### config.mk
export PLATFORM = sky130hd
export DESIGN_NAME = ccff_bitstream_loader
export DESIGN_NICKNAME = d
export VERILOG_FILES = /design/src/rtl/ccff_loader_pkg.sv /design/src/rtl/ccff_byte_serializer.sv /design/src/rtl/ccff_bitstream_loader.sv
export SDC_FILE = /design/constraint.sdc
export NUM_CORES = 1
export LEC_CHECK = 0
export ABC_AREA = 1
export CAP_MARGIN = 15
export CELL_PAD_IN_SITES_DETAIL_PLACEMENT = 0
export CELL_PAD_IN_SITES_GLOBAL_PLACEMENT = 2
export CORE_ASPECT_RATIO = 0.9
export CORE_MARGIN = 4
export CORE_UTILIZATION = 32
export DETAILED_ROUTE_END_ITERATION = 7
export GPL_ROUTABILITY_DRIVEN = 0
export PLACE_DENSITY = 0.79
export SETUP_SLACK_MARGIN = 0.1
export SYNTH_ARGS = -nofsm -noshare
export SYNTH_HDL_FRONTEND = slang
export SYNTH_HIERARCHICAL = 1
export SYNTH_SLANG_ARGS = --single-unit
### constraint.sdc
create_clock -name prog_clk -period 2.1 [get_ports prog_clk]
set_input_delay 0.21 -clock prog_clk [delete_from_list [all_inputs] [get_ports prog_clk]]
set_output_delay 0.21 -clock prog_clk [all_outputs]
set_load 0.02 [all_outputs]
### src/rtl/ccff_loader_pkg.sv
// Shared types and chain-geometry helper for the ccff bitstream loader.
package ccff_loader_pkg;

  typedef enum logic [1:0] {IDLE, HDR, LOAD, FIN} state_t;

  localparam logic [7:0] DEFAULT_HEADER = 8'hA5;

  typedef struct packed {
    logic [15:0] byte_count;
    logic [3:0]  last_bits;
  } chain_geom_t;

  // Bytes needed to fill the chain, and how many bits of the final byte are used.
  function automatic chain_geom_t chain_geom(input int chain_len);
    chain_geom_t g;
    g.byte_count = 16'((chain_len + 7) / 8);
    g.last_bits  = ((chain_len % 8) == 0) ? 4'd8 : 4'(chain_len % 8);
    return g;
  endfunction

endpackage

### src/rtl/ccff_byte_serializer.sv
// Accepts bytes over valid/ready and hands out one bit per cycle, LSB first,
// truncating the final byte of a load to its used bit count.
module ccff_byte_serializer
  import ccff_loader_pkg::*;
#(
  parameter int BYTE_COUNT = 8,
  parameter int LAST_BITS  = 8
) (
  input  logic       clk,
  input  logic       rst_n,
  input  logic       arm,
  input  logic [7:0] in_data,
  input  logic       in_valid,
  output logic       in_ready,
  output logic       bit_out,
  output logic       bit_valid
);

  localparam int                BYTE_W    = $clog2(BYTE_COUNT + 1);
  localparam logic [BYTE_W-1:0] BYTES_L   = BYTE_W'(BYTE_COUNT);
  localparam logic [BYTE_W-1:0] LAST_IDX  = BYTE_W'(BYTE_COUNT - 1);
  localparam logic [2:0]        LAST_LEFT = 3'(LAST_BITS - 1);

  logic [6:0]        sr_reg, sr_next;
  logic [2:0]        left_reg, left_next;
  logic [BYTE_W-1:0] count_reg, count_next;
  logic              ready_reg, ready_next;
  logic              accept;

  assign accept   = in_valid & ready_reg;
  assign in_ready = ready_reg;

  always_comb begin
    sr_next    = sr_reg;
    left_next  = left_reg;
    count_next = count_reg;
    bit_out    = 1'b0;
    bit_valid  = 1'b0;
    if (arm) begin
      count_next = '0;
      left_next  = '0;
    end else if (accept) begin
      // Bit 0 goes out on the accepting edge so streaming needs no bubble.
      bit_out    = in_data[0];
      bit_valid  = 1'b1;
      sr_next    = in_data[7:1];
      left_next  = (count_reg == LAST_IDX) ? LAST_LEFT : 3'd7;
      count_next = count_reg + 1'b1;
    end else if (left_reg != 3'd0) begin
      bit_out    = sr_reg[0];
      bit_valid  = 1'b1;
      sr_next    = {1'b0, sr_reg[6:1]};
      left_next  = left_reg - 3'd1;
    end
    ready_next = arm | ((ready_reg | (count_reg != '0)) & (left_next == 3'd0) &
                        (count_next != BYTES_L));
  end

  always_ff @(posedge clk or negedge rst_n) begin
    if (!rst_n) begin
      sr_reg    <= '0;
      left_reg  <= '0;
      count_reg <= '0;
      ready_reg <= 1'b0;
    end else begin
      sr_reg    <= sr_next;
      left_reg  <= left_next;
      count_reg <= count_next;
      ready_reg <= ready_next;
    end
  end

endmodule

### src/rtl/ccff_bitstream_loader.sv
// Loads a configuration chain: header byte, then CHAIN_LEN data bits, checking
// that the header emerges intact at the chain tail.
module ccff_bitstream_loader
  import ccff_loader_pkg::*;
#(
  parameter int         CHAIN_LEN = 64,
  parameter logic [7:0] HEADER    = DEFAULT_HEADER,
  parameter int         CNT_W     = $clog2(CHAIN_LEN + 9)
) (
  input  logic       prog_clk,
  input  logic       prog_reset_n,
  input  logic       start,
  input  logic [7:0] in_data,
  input  logic       in_valid,
  output logic       in_ready,
  output logic       ccff_head,
  output logic       ccff_shift_en,
  input  logic       ccff_tail,
  output logic       busy,
  output logic       done,
  output logic       error
);

  localparam chain_geom_t      GEOM        = chain_geom(CHAIN_LEN);
  localparam logic [CNT_W-1:0] FIRST_CHECK = CNT_W'(CHAIN_LEN);
  localparam logic [CNT_W-1:0] LAST_SHIFT  = CNT_W'(CHAIN_LEN + 7);

  state_t           state_reg, state_next;
  logic [CNT_W-1:0] cnt_reg, cnt_next;
  logic             mismatch_reg, mismatch_next;
  logic             head_reg, head_next;
  logic             shift_en_reg, shift_en_next;
  logic             busy_reg, busy_next;
  logic             done_reg, done_next;
  logic             error_reg, error_next;
  logic             arm;
  logic             ser_bit, ser_valid;
  logic [2:0]       check_idx;
  logic             tail_bad;

  ccff_byte_serializer #(
    .BYTE_COUNT(int'(GEOM.byte_count)),
    .LAST_BITS (int'(GEOM.last_bits))
  ) u_serializer (
    .clk      (prog_clk),
    .rst_n    (prog_reset_n),
    .arm      (arm),
    .in_data  (in_data),
    .in_valid (in_valid),
    .in_ready (in_ready),
    .bit_out  (ser_bit),
    .bit_valid(ser_valid)
  );

  // cnt_reg is the index j of the shift currently presented; from j=CHAIN_LEN on
  // the header bits shifted first should be falling out of the tail.
  assign check_idx = 3'(cnt_reg - FIRST_CHECK);
  assign tail_bad  = shift_en_reg && (cnt_reg >= FIRST_CHECK) && (cnt_reg <= LAST_SHIFT) &&
                     (ccff_tail != HEADER[check_idx]);

  always_comb begin
    state_next    = state_reg;
    cnt_next      = shift_en_reg ? cnt_reg + 1'b1 : cnt_reg;
    mismatch_next = mismatch_reg | tail_bad;
    head_next     = 1'b0;
    shift_en_next = 1'b0;
    busy_next     = busy_reg;
    done_next     = done_reg;
    error_next    = error_reg;
    arm           = 1'b0;
    case (state_reg)
      IDLE: begin
        if (start) begin
          state_next    = HDR;
          cnt_next      = '0;
          mismatch_next = 1'b0;
          done_next     = 1'b0;
          error_next    = 1'b0;
          busy_next     = 1'b1;
          head_next     = HEADER[0];
          shift_en_next = 1'b1;
        end
      end
      HDR: begin
        if (cnt_reg[2:0] == 3'd7) begin
          state_next = LOAD;
          arm        = 1'b1;
        end else begin
          head_next     = HEADER[cnt_reg[2:0] + 3'd1];
          shift_en_next = 1'b1;
        end
      end
      LOAD: begin
        head_next     = ser_bit;
        shift_en_next = ser_valid;
        if (shift_en_reg && (cnt_reg == LAST_SHIFT)) begin
          state_next    = FIN;
          head_next     = 1'b0;
          shift_en_next = 1'b0;
          busy_next     = 1'b0;
          done_next     = 1'b1;
          error_next    = mismatch_reg | tail_bad;
        end
      end
      FIN:     state_next = IDLE;
      default: state_next = IDLE;
    endcase
  end

  always_ff @(posedge prog_clk or negedge prog_reset_n) begin
    if (!prog_reset_n) begin
      state_reg    <= IDLE;
      cnt_reg      <= '0;
      mismatch_reg <= 1'b0;
      head_reg     <= 1'b0;
      shift_en_reg <= 1'b0;
      busy_reg     <= 1'b0;
      done_reg     <= 1'b0;
      error_reg    <= 1'b0;
    end else begin
      state_reg    <= state_next;
      cnt_reg      <= cnt_next;
      mismatch_reg <= mismatch_next;
      head_reg     <= head_next;
      shift_en_reg <= shift_en_next;
      busy_reg     <= busy_next;
      done_reg     <= done_next;
      error_reg    <= error_next;
    end
  end

  assign ccff_head     = head_reg;
  assign ccff_shift_en = shift_en_reg;
  assign busy          = busy_reg;
  assign done          = done_reg;
  assign error         = error_reg;

endmodule

[Word level (Yosys, flattened, before mapping)]
Memory sizes are Yosys's and may differ from the RTL's.
Index checks and enable logic that the tools add are counted.
Cells by class
  add/sub/neg operators: 5
  order comparisons: 4
  equal/unequal tests: 10
  mux-type cells: 41
  bitwise logic cells: 7
  reductions and logical operators: 13
Operators by type and width (count)
  $mux W7: 5
  $mux W1: 22
  $mux W3: 3
  $lt A3 B4 Y1 const B: 2
  $mux W4: 2
  $pmux W2 S4: 1
  $add A7 B1 Y7 const B: 1
  $eq A7 B7 Y1 const B: 1
  $ge A7 B7 Y1 const B: 1
  $le A7 B7 Y1 const B: 1
  $mux W2: 3
  $ne A2 B2 Y1 const B: 3
  $pmux W1 S2: 3
  $pmux W1 S3: 2
  $reduce_and A3 Y1: 2
  $sub A3 B1 Y3 const B: 2
  $add A4 B1 Y4 const B: 1
  $eq A2 B2 Y1 const B: 2
  $logic_and A1 B1 Y1: 4
  $ne A4 B4 Y1 const B: 1
  $reduce_bool A2 Y1: 2
  $reduce_bool A4 Y1: 1
  $add A3 B1 Y3 const B: 1
  $and A1 B1 Y1: 3
  other kinds (9): 11
Word-level totals
  flip-flop bits (word level): 30
  bits in read-only memories: 16
  memories: 2
Memory list
  (no name shown): words 8, width 1, read ports 1, clocked after memory_dff 0, write ports 0, line ccff_bitstream_loader.sv:89  | head_next = HEADER[cnt_reg[2:0] + 3'd1];
  (no name shown): words 8, width 1, read ports 1, clocked after memory_dff 0, write ports 0, line ccff_bitstream_loader.sv:59  | (ccff_tail != HEADER[check_idx]);

[Longest topological paths before layout]
Gate-level depths: netlist of run 1.
  depth after elaboration: 8
  depth in mapped cells: 11
  depth with buffers taken out: 11

[Modules after synthesis]
Netlist of run 1, hierarchy kept.
By module, submodules not included
  ccff_bitstream_loader: instances 1, cells each 119, area an instance 903.4 sq um, sequential area each 375.4 sq um
  ccff_byte_serializer: instances 1, cells each 110, area an instance 840.8 sq um, sequential area each 375.4 sq um

[Worst setup path before layout of run 1]
OpenSTA, ideal clock, no wires.
  path kind: reg-to-reg
  start: reg cnt_reg[0]
  end: reg shift_en_reg, in the netlist ccff_shift_en
  library setup time: 0.077 ns
  arrival time: 1.566 ns
  required time: 2.023 ns
  setup slack: 0.457 ns
  cell stages (with the launch flop): 11
  buffers on the path: 1
  cell sequence: dfrtp_1 -> ha_1 -> ha_1 -> nand2_1 -> inv_1 -> inv_1 -> o21ai_4 -> clkinv_2 -> buf_6 -> nand3_1 -> a21oi_1
On the way
  word-level cells in the longest chain between the ends: 6
  elaborated cells on any way between the ends: 9
  classes of those cells: eq/ne (2); mux (6); reduce/logical (1)
Ends and longest elaborated chain
  start: declaration: line ccff_bitstream_loader.sv:29  | logic [CNT_W-1:0] cnt_reg, cnt_next;
  start signal: assignment: line ccff_bitstream_loader.sv:122  | cnt_reg <= cnt_next;
  $eq A3 B3 Y1: line ccff_bitstream_loader.sv:85  | if (cnt_reg[2:0] == 3'd7) begin
  $mux W1: line ccff_bitstream_loader.sv:85
  $mux W1: line ccff_bitstream_loader.sv:71  | case (state_reg)
  via arm: line ccff_bitstream_loader.sv:36  | logic arm;
  $mux W1: line ccff_byte_serializer.sv:39  | if (arm) begin
  via ser_valid: line ccff_bitstream_loader.sv:37  | logic ser_bit, ser_valid;
  $mux W1: line ccff_bitstream_loader.sv:96  | if (shift_en_reg && (cnt_reg == LAST_SHIFT)) begin
  $pmux W1 S3: line ccff_bitstream_loader.sv:71
  via shift_en_next: line ccff_bitstream_loader.sv:32  | logic shift_en_reg, shift_en_next;
  end signal: assignment: line ccff_bitstream_loader.sv:125  | shift_en_reg <= shift_en_next;
  end: declaration: line ccff_bitstream_loader.sv:32
The timed path passes the listed nets, and every way through them passes these cells.
A chain may end at the register's enable or synchronous reset.

[Final worst setup path of run 1]
Same ends and word-level chain as after synthesis.

==> results of run 1 <==
## cells in the mapped netlist (all sizes together)
cell type and number:
nand3 18, dfrtp 30, inv 36, nand2 67, nor3 3, nand4 3
o21ai 4, xor2 1, a21oi 7, o22ai 1, nor2 38, a31oi 7
buf 2, clkinv 1, ha 11
## worst min path at each step
stage | start | end | slack [ps] | cells after the start
4_1_cts | prog_reset_n | ccff_shift_en$_DFF_PN0_ | 340 | 2
3_3_place_gp | done$_DFFE_PN0P_ | done$_DFFE_PN0P_ | 460 | 2
3_5_place_dp | done$_DFFE_PN0P_ | done$_DFFE_PN0P_ | 460 | 2
2_1_floorplan | prog_reset_n | busy$_DFFE_PN0P_ | -90 | 0
5_1_grt | prog_reset_n | ccff_shift_en$_DFF_PN0_ | 350 | 2
6_report | prog_reset_n | mismatch_reg$_DFF_PN0_ | 320 | 2
## area by class of cell
class / count / area (µm²)
Clock buffer: 7 / 86.3
Clock inverter: 1 / 5.00
Inverter: 37 / 145
Fill cell: 547 / 3170
Timing Repair Buffer: 19 / 188
Sequential cell: 30 / 751
Tap cell: 67 / 83.8
Multi-Input combinational cell: 160 / 830
## layer usage
layer / track usage, % / vias to the layer above / routed length (µm)
met3: 3.36 / 7 / 132
met4: 4.75 / 0 / 65
met5: 0 / - / 0
li1: - / 761 / -
met1: 17.0 / 627 / 1790
met2: 16.5 / 22 / 1440
## cells by family (layout without fill, tap and decap cells)
family | Yosys count | after routing | synth area share, %
XOR/XNOR | 1 | 1 | 0.502
buffers and inverters | 39 | 64 | 9.40
flip-flops | 30 | 30 | 43.0
AND/OR/NAND/NOR | 129 | 129 | 32.1
adder cells (fa/ha/maj) | 11 | 11 | 7.89
AO/OA/AOI/OAI | 19 | 19 | 7.10
## power by group through the flow
stage	Combinational, mW	Sequential (mW)	Clock, mW
2_1_floorplan	1.04	0.984	0
3_3_place_gp	1.35	1.00	0
3_5_place_dp	1.33	0.999	0
4_1_cts	1.33	0.992	0.497
5_1_grt	1.54	1.03	0.530
6_report	1.31	0.993	0.475
## stage by stage
stage / total power, mW / instances / worst slack [ps] / instance area (µm²) / hold WS [ps]
global placement: 2.35 / 313 / 347 / 2000 / 463
finish: 2.78 / 321 / 295 / 2090 / 319
detailed placement: 2.33 / 313 / 285 / 2000 / 461
global route: 3.09 / 321 / 103 / 2090 / 351
floorplan: 2.02 / 229 / 457 / 1740 / -85.6
CTS: 2.82 / 321 / 268 / 2090 / 338
==> impl_metrics.ini, run 1 <==
[setup_path]
path_buf_inv = 3
critical_path.startpoint_type = flop
reg2reg_to = ccff_shift_en$_DFF_PN0_
rr_startpoint = cnt_reg[0]$_DFF_PN0_
max_stage_delay_ps = 450
cp.arrival_ps = 2010
required_ps = 2310
path_class = reg -> reg
cp_slowest_cell = dfrtp_1
cp-endpoint = ccff_shift_en$_DFF_PN0_
crit_start = cnt_reg[0]$_DFF_PN0_
cp_max_fo = 13
reg2reg_slack_ps = 290
endpoint_kind = flop
r2r_cells = 9
crit_family = adder cells
path_cells = ha_1 > ha_1 > nand2_1 > inv_1 > inv_1 > o21ai_4 > clkinv_2 > nand3_1 > a21oi_1
path_depth = 9

[clock_tree]
cts-resized-gates = 0
clock_sinks = 30
cts_root_buffer = clkbuf_8
htreeDepth = 2
insertion_delay_ps = 280
ctsHoldBuffers = 0
cts_tree = yes
clockBufferDepth = 2
cts_setup_buffers = 0
cts_buffers = 5
clk_pin_slew_ps = 60

[finish]
utilization_pct = 39.7
final_cell_mix = 62 x nand2_1, 35 x nor2_1, 34 x inv_1
area_growth_pct = 19.7
layout_commonest_cell = nand2_1
drive_gt1_share_pct = 9.45
final_nets = 277
diodes = 0

[floorplan]
die_h_um = 78.0
core_area_um2 = 5260
num_io_pins = 19
die_w_um = 85.8
die_area_um2 = 6700
initial_core_util_pct = 33.2
rows = 25

[placement]
hpwl_um = 2630
io_buffer_count = 18

[run]
maxCapViolCount = 0

[sta]
fin_crit_ps = 1810
relSlewSlack_pct = 73.7
fin_skew_ps = 3.11
fmax_mhz = 554
slew_violations = 0
rsz0062_at_grt = false
post-route-period-util_pct = 86.0
worst_pin_slew_ps = 395
hold_viol = 0
finalSetupTns_ps = 0
setup_viol = 0

[route]
vias = 1417
firstDrtPassIters = 4
drt_wl_total_um = 3430
drtIter0Drc = 101
wl_per_cell_um = 10.7
drc_errors = 0
drt-vias-per-instance = 4.41
ant_nets = 0

[outcome]
run_status = completed

[synth]
synth_cell_types = 25
syn_inst = 229
yosysWarnings = 6
synth.avg_cell_area_um2 = 7.62
ys_seq_elements = 30
synth_top_area_share_pct = 43.0
ys_top_cells_by_area = dfrtp_1 43%, nand2_1 13%, ha_1 7.9%
syn_area_um2 = 1740
yosys.area.top_type = dfrtp_1
synth.net_count = 253
seq_area_frac_synth_pct = 43.0

[min_path]
min_path_type = in -> async

[power_and_ir_drop]
clkPwrFrac_pct = 17.1
p_per_area_nw_per_um2 = 1330
p_sw_mw = 1.19
pwr-share-comb_pct = 47.2
swShare_pct = 43.0
p_leak_nw = 1.10
p_seq_share_pct = 35.7
p_int_mw = 1.58
power.ir.vdd_worst_mv = 0.431

[global_routing]
grt_start_max_net_pins = 31
grt_pass1_vias = 1338
grt_use_total_pct = 11.8
antenna_found_initial = 0
grt_pass1_wl_um = 6220
grt-ovfl-total = 0
No activity file was read; power rests on OpenSTA's default activity.
==> run 2, diff against run 1 <==
Settings changed: SYNTH_HIERARCHICAL 1 to unset.
==> run 2 against run 1 <==
- combinational power decreased by 7%
- worst setup slack better by 19 ps
- clock skew up 6.4 ps
- global-route usage is 0.11 points higher
- fmax increased by 1.1%
- synthesized cell count shrank 2.2%
- highest routed layer unchanged
==> impl_metrics.ini, run 2 <==
[floorplan]
initial_core_util_pct = 33.9
rows = 24
die_area_um2 = 6510
die_w_um = 84.6
num_io_pins = 19
die_h_um = 77.0
core_area_um2 = 4980

[setup_path]
reg2reg_to = u_serializer.sr_reg[0]$_DFFE_PN0N_
max_stage_delay_ps = 450
crit_top_cell = ha_1
rr_startpoint = cnt_reg[0]$_DFF_PN0_
reg2reg_slack_ps = 310
cp-endpoint = u_serializer.sr_reg[0]$_DFFE_PN0N_
crit_family = flip-flops
cp_max_fo = 14
required_ps = 2290
path_depth = 8
path_cells = ha_1 > ha_1 > nand2_1 > inv_2 > a21oi_4 > buf_12 > nor2_1 > a31oi_1
critical_path.startpoint_type = flop
cp.arrival_ps = 1980
cp_slowest_cell = dfrtp_1
r2r_cells = 8
path_buf_inv = 2
crit_start = cnt_reg[0]$_DFF_PN0_
endpoint_kind = flop
path_class = reg -> reg

[synth]
synth_cell_types = 23
synth_most_common_cell = nand2_1
seq_area_frac_synth_pct = 44.4
synth.top_cells.by_count = 58 x nand2_1, 37 x nor2_1, 32 x inv_1, 30 x dfrtp_1, 15 x nand3_1
ys_seq_elements = 30
synth_top_area_share_pct = 44.4
syn_inst = 224
synth.avg_cell_area_um2 = 7.55
yosysWarnings = 0
ys_async_sr_fraction_pct = 100
ys_top_cells_by_area = dfrtp_1 44%, nand2_1 13%, nor2_1 8.2%
synth_edf_count = 0
ys.flop_type = dfrtp_1
syn_area_um2 = 1690
synth.net_count = 247
yosys.area.top_type = dfrtp_1

[power_and_ir_drop]
p_leak_nw = 1.05
clkPwrFrac_pct = 17.1
p_seq_share_pct = 36.7
power.ir.vdd_worst_mv = 0.455
pwr-share-comb_pct = 46.2
swShare_pct = 41.4
p_per_area_nw_per_um2 = 1290
p_sw_mw = 1.10
p_int_mw = 1.55

[finish]
layout_commonest_cell = nand2_1
final_cell_mix = 58 x nand2_1, 37 x nor2_1, 32 x inv_1
area_growth_pct = 20.9
drive_gt1_share_pct = 6.85
final_nets = 272
diodes = 0

[sta]
hold_viol = 0
post-route-period-util_pct = 85.0
fin_skew_ps = 9.51
finalSetupTns_ps = 0
slew_violations = 0
fin_crit_ps = 1790
setup_ws_ps = 314
fmax_mhz = 560
setup_viol = 0
relSlewSlack_pct = 73.8
worst_pin_slew_ps = 393
rsz0062_at_grt = false

[route]
drtIter0Drc = 76
vias = 1392
drc_errors = 0
ant_nets = 0
drt_wl_total_um = 3510
firstDrtPassIters = 4
drt-vias-per-instance = 4.45
wl_per_cell_um = 11.2

[clock_tree]
clockBufferDepth = 2
clk_pin_slew_ps = 70
cts-resized-gates = 0
insertion_delay_ps = 280
cts_setup_buffers = 0
cts_buffers = 5
clock_sinks = 30
ctsHoldBuffers = 0
cts_root_buffer = clkbuf_8
htreeDepth = 2
cts_tree = yes

[global_routing]
grt_start_max_net_pins = 31
grt_pass1_wl_um = 6270
grt_use_total_pct = 11.9
grt_pass1_vias = 1353
antenna_found_initial = 0
grt-ovfl-total = 0

[placement]
hpwl_um = 2630
io_buffer_count = 18
pre_cts_slack_ps = 259

[run]
maxCapViolCount = 0

[outcome]
run_status = completed

[min_path]
min_path_type = in -> async
-- run 2: cell types whose count changed after synthesis, sizes merged --
cell	before	now
nand2	67	59
a21oi	7	13
o21ai	4	9
inv	36	34
nand3	18	16
nand4	3	1
a31oi	7	6
clkinv	1	0
ha	11	10
nor3	3	4
o22ai	1	0
or2	0	1
-- run 2: kinds of logic after synthesis --
group,after synthesis,share of synthesized area (%)
and+or+nand+nor,119,29.4
adders and majority gates,10,7.40
buffers and inverters,36,8.66
AOI/OAI and AO/OA,28,9.62
xor gates and xnor gates,1,0.518
DFF,30,44.4
-- run 2: area by class of cell --
cell class / instances / area (µm²)
fillers: 545 / 2940
multi-input cells: 158 / 793
flip-flops and latches: 30 / 751
repair buffers: 20 / 208
inverters: 34 / 128
clock buffers: 6 / 82.6
well taps: 65 / 81.3
-- run 2: stage by stage --
stage	hold slack [ps]	cells	power, mW	utilization (%)	area (µm²)
after floorplan	-85.6	224	1.87	-	1690
after global placement	460	306	2.20	38.9	1940
after detailed placement	463	306	2.17	38.9	1940
after CTS	351	312	2.65	40.6	2020
after global routing	376	313	2.95	41.0	2040
final	332	313	2.64	41.0	2040
-- run 2: worst min path at each step --
| stage | cells past startpoint | slack (ps) | endpoint | from |
|---|---|---|---|---|
| floorplan | 0 | -90 | busy$_DFFE_PN0P_ | prog_reset_n |
| detailed placement | 2 | 460 | done$_DFFE_PN0P_ | done$_DFFE_PN0P_ |
| global route | 2 | 380 | mismatch_reg$_DFF_PN0_ | prog_reset_n |
| global placement | 2 | 460 | done$_DFFE_PN0P_ | done$_DFFE_PN0P_ |
| finish | 2 | 330 | ccff_shift_en$_DFF_PN0_ | prog_reset_n |
| CTS | 2 | 350 | state_reg[0]$_DFFE_PN0P_ | prog_reset_n |
-- run 2: metal layers --
layer | global-route usage (%) | wire length [µm] | part of all wire (%) | vias to the layer above
met5 | 0 | 0 | 0 | -
met4 | 3.80 | 40 | 1.1 | 0
met3 | 3.22 | 167 | 4.8 | 5
met2 | 16.4 | 1370 | 39 | 25
met1 | 17.9 | 1940 | 55 | 609
li1 | - | - | - | 753
-- run 2: worst reg2reg max path, stage by stage (launching register included) --
cell	delay, ps
dfrtp_1	450
ha_1	250
ha_1	200
nand2_1	220
inv_2	130
a21oi_4	150
buf_12	140
nor2_1	40
a31oi_1	130
-- run 2: power groups by stage --
stage | sequential [mW] | combinational [mW] | clock, mW
global route | 1.01 | 1.45 | 0.499
floorplan | 0.962 | 0.913 | 0
finish | 0.969 | 1.22 | 0.452
detailed placement | 0.981 | 1.19 | 0
CTS | 0.972 | 1.20 | 0.473
global placement | 0.981 | 1.21 | 0
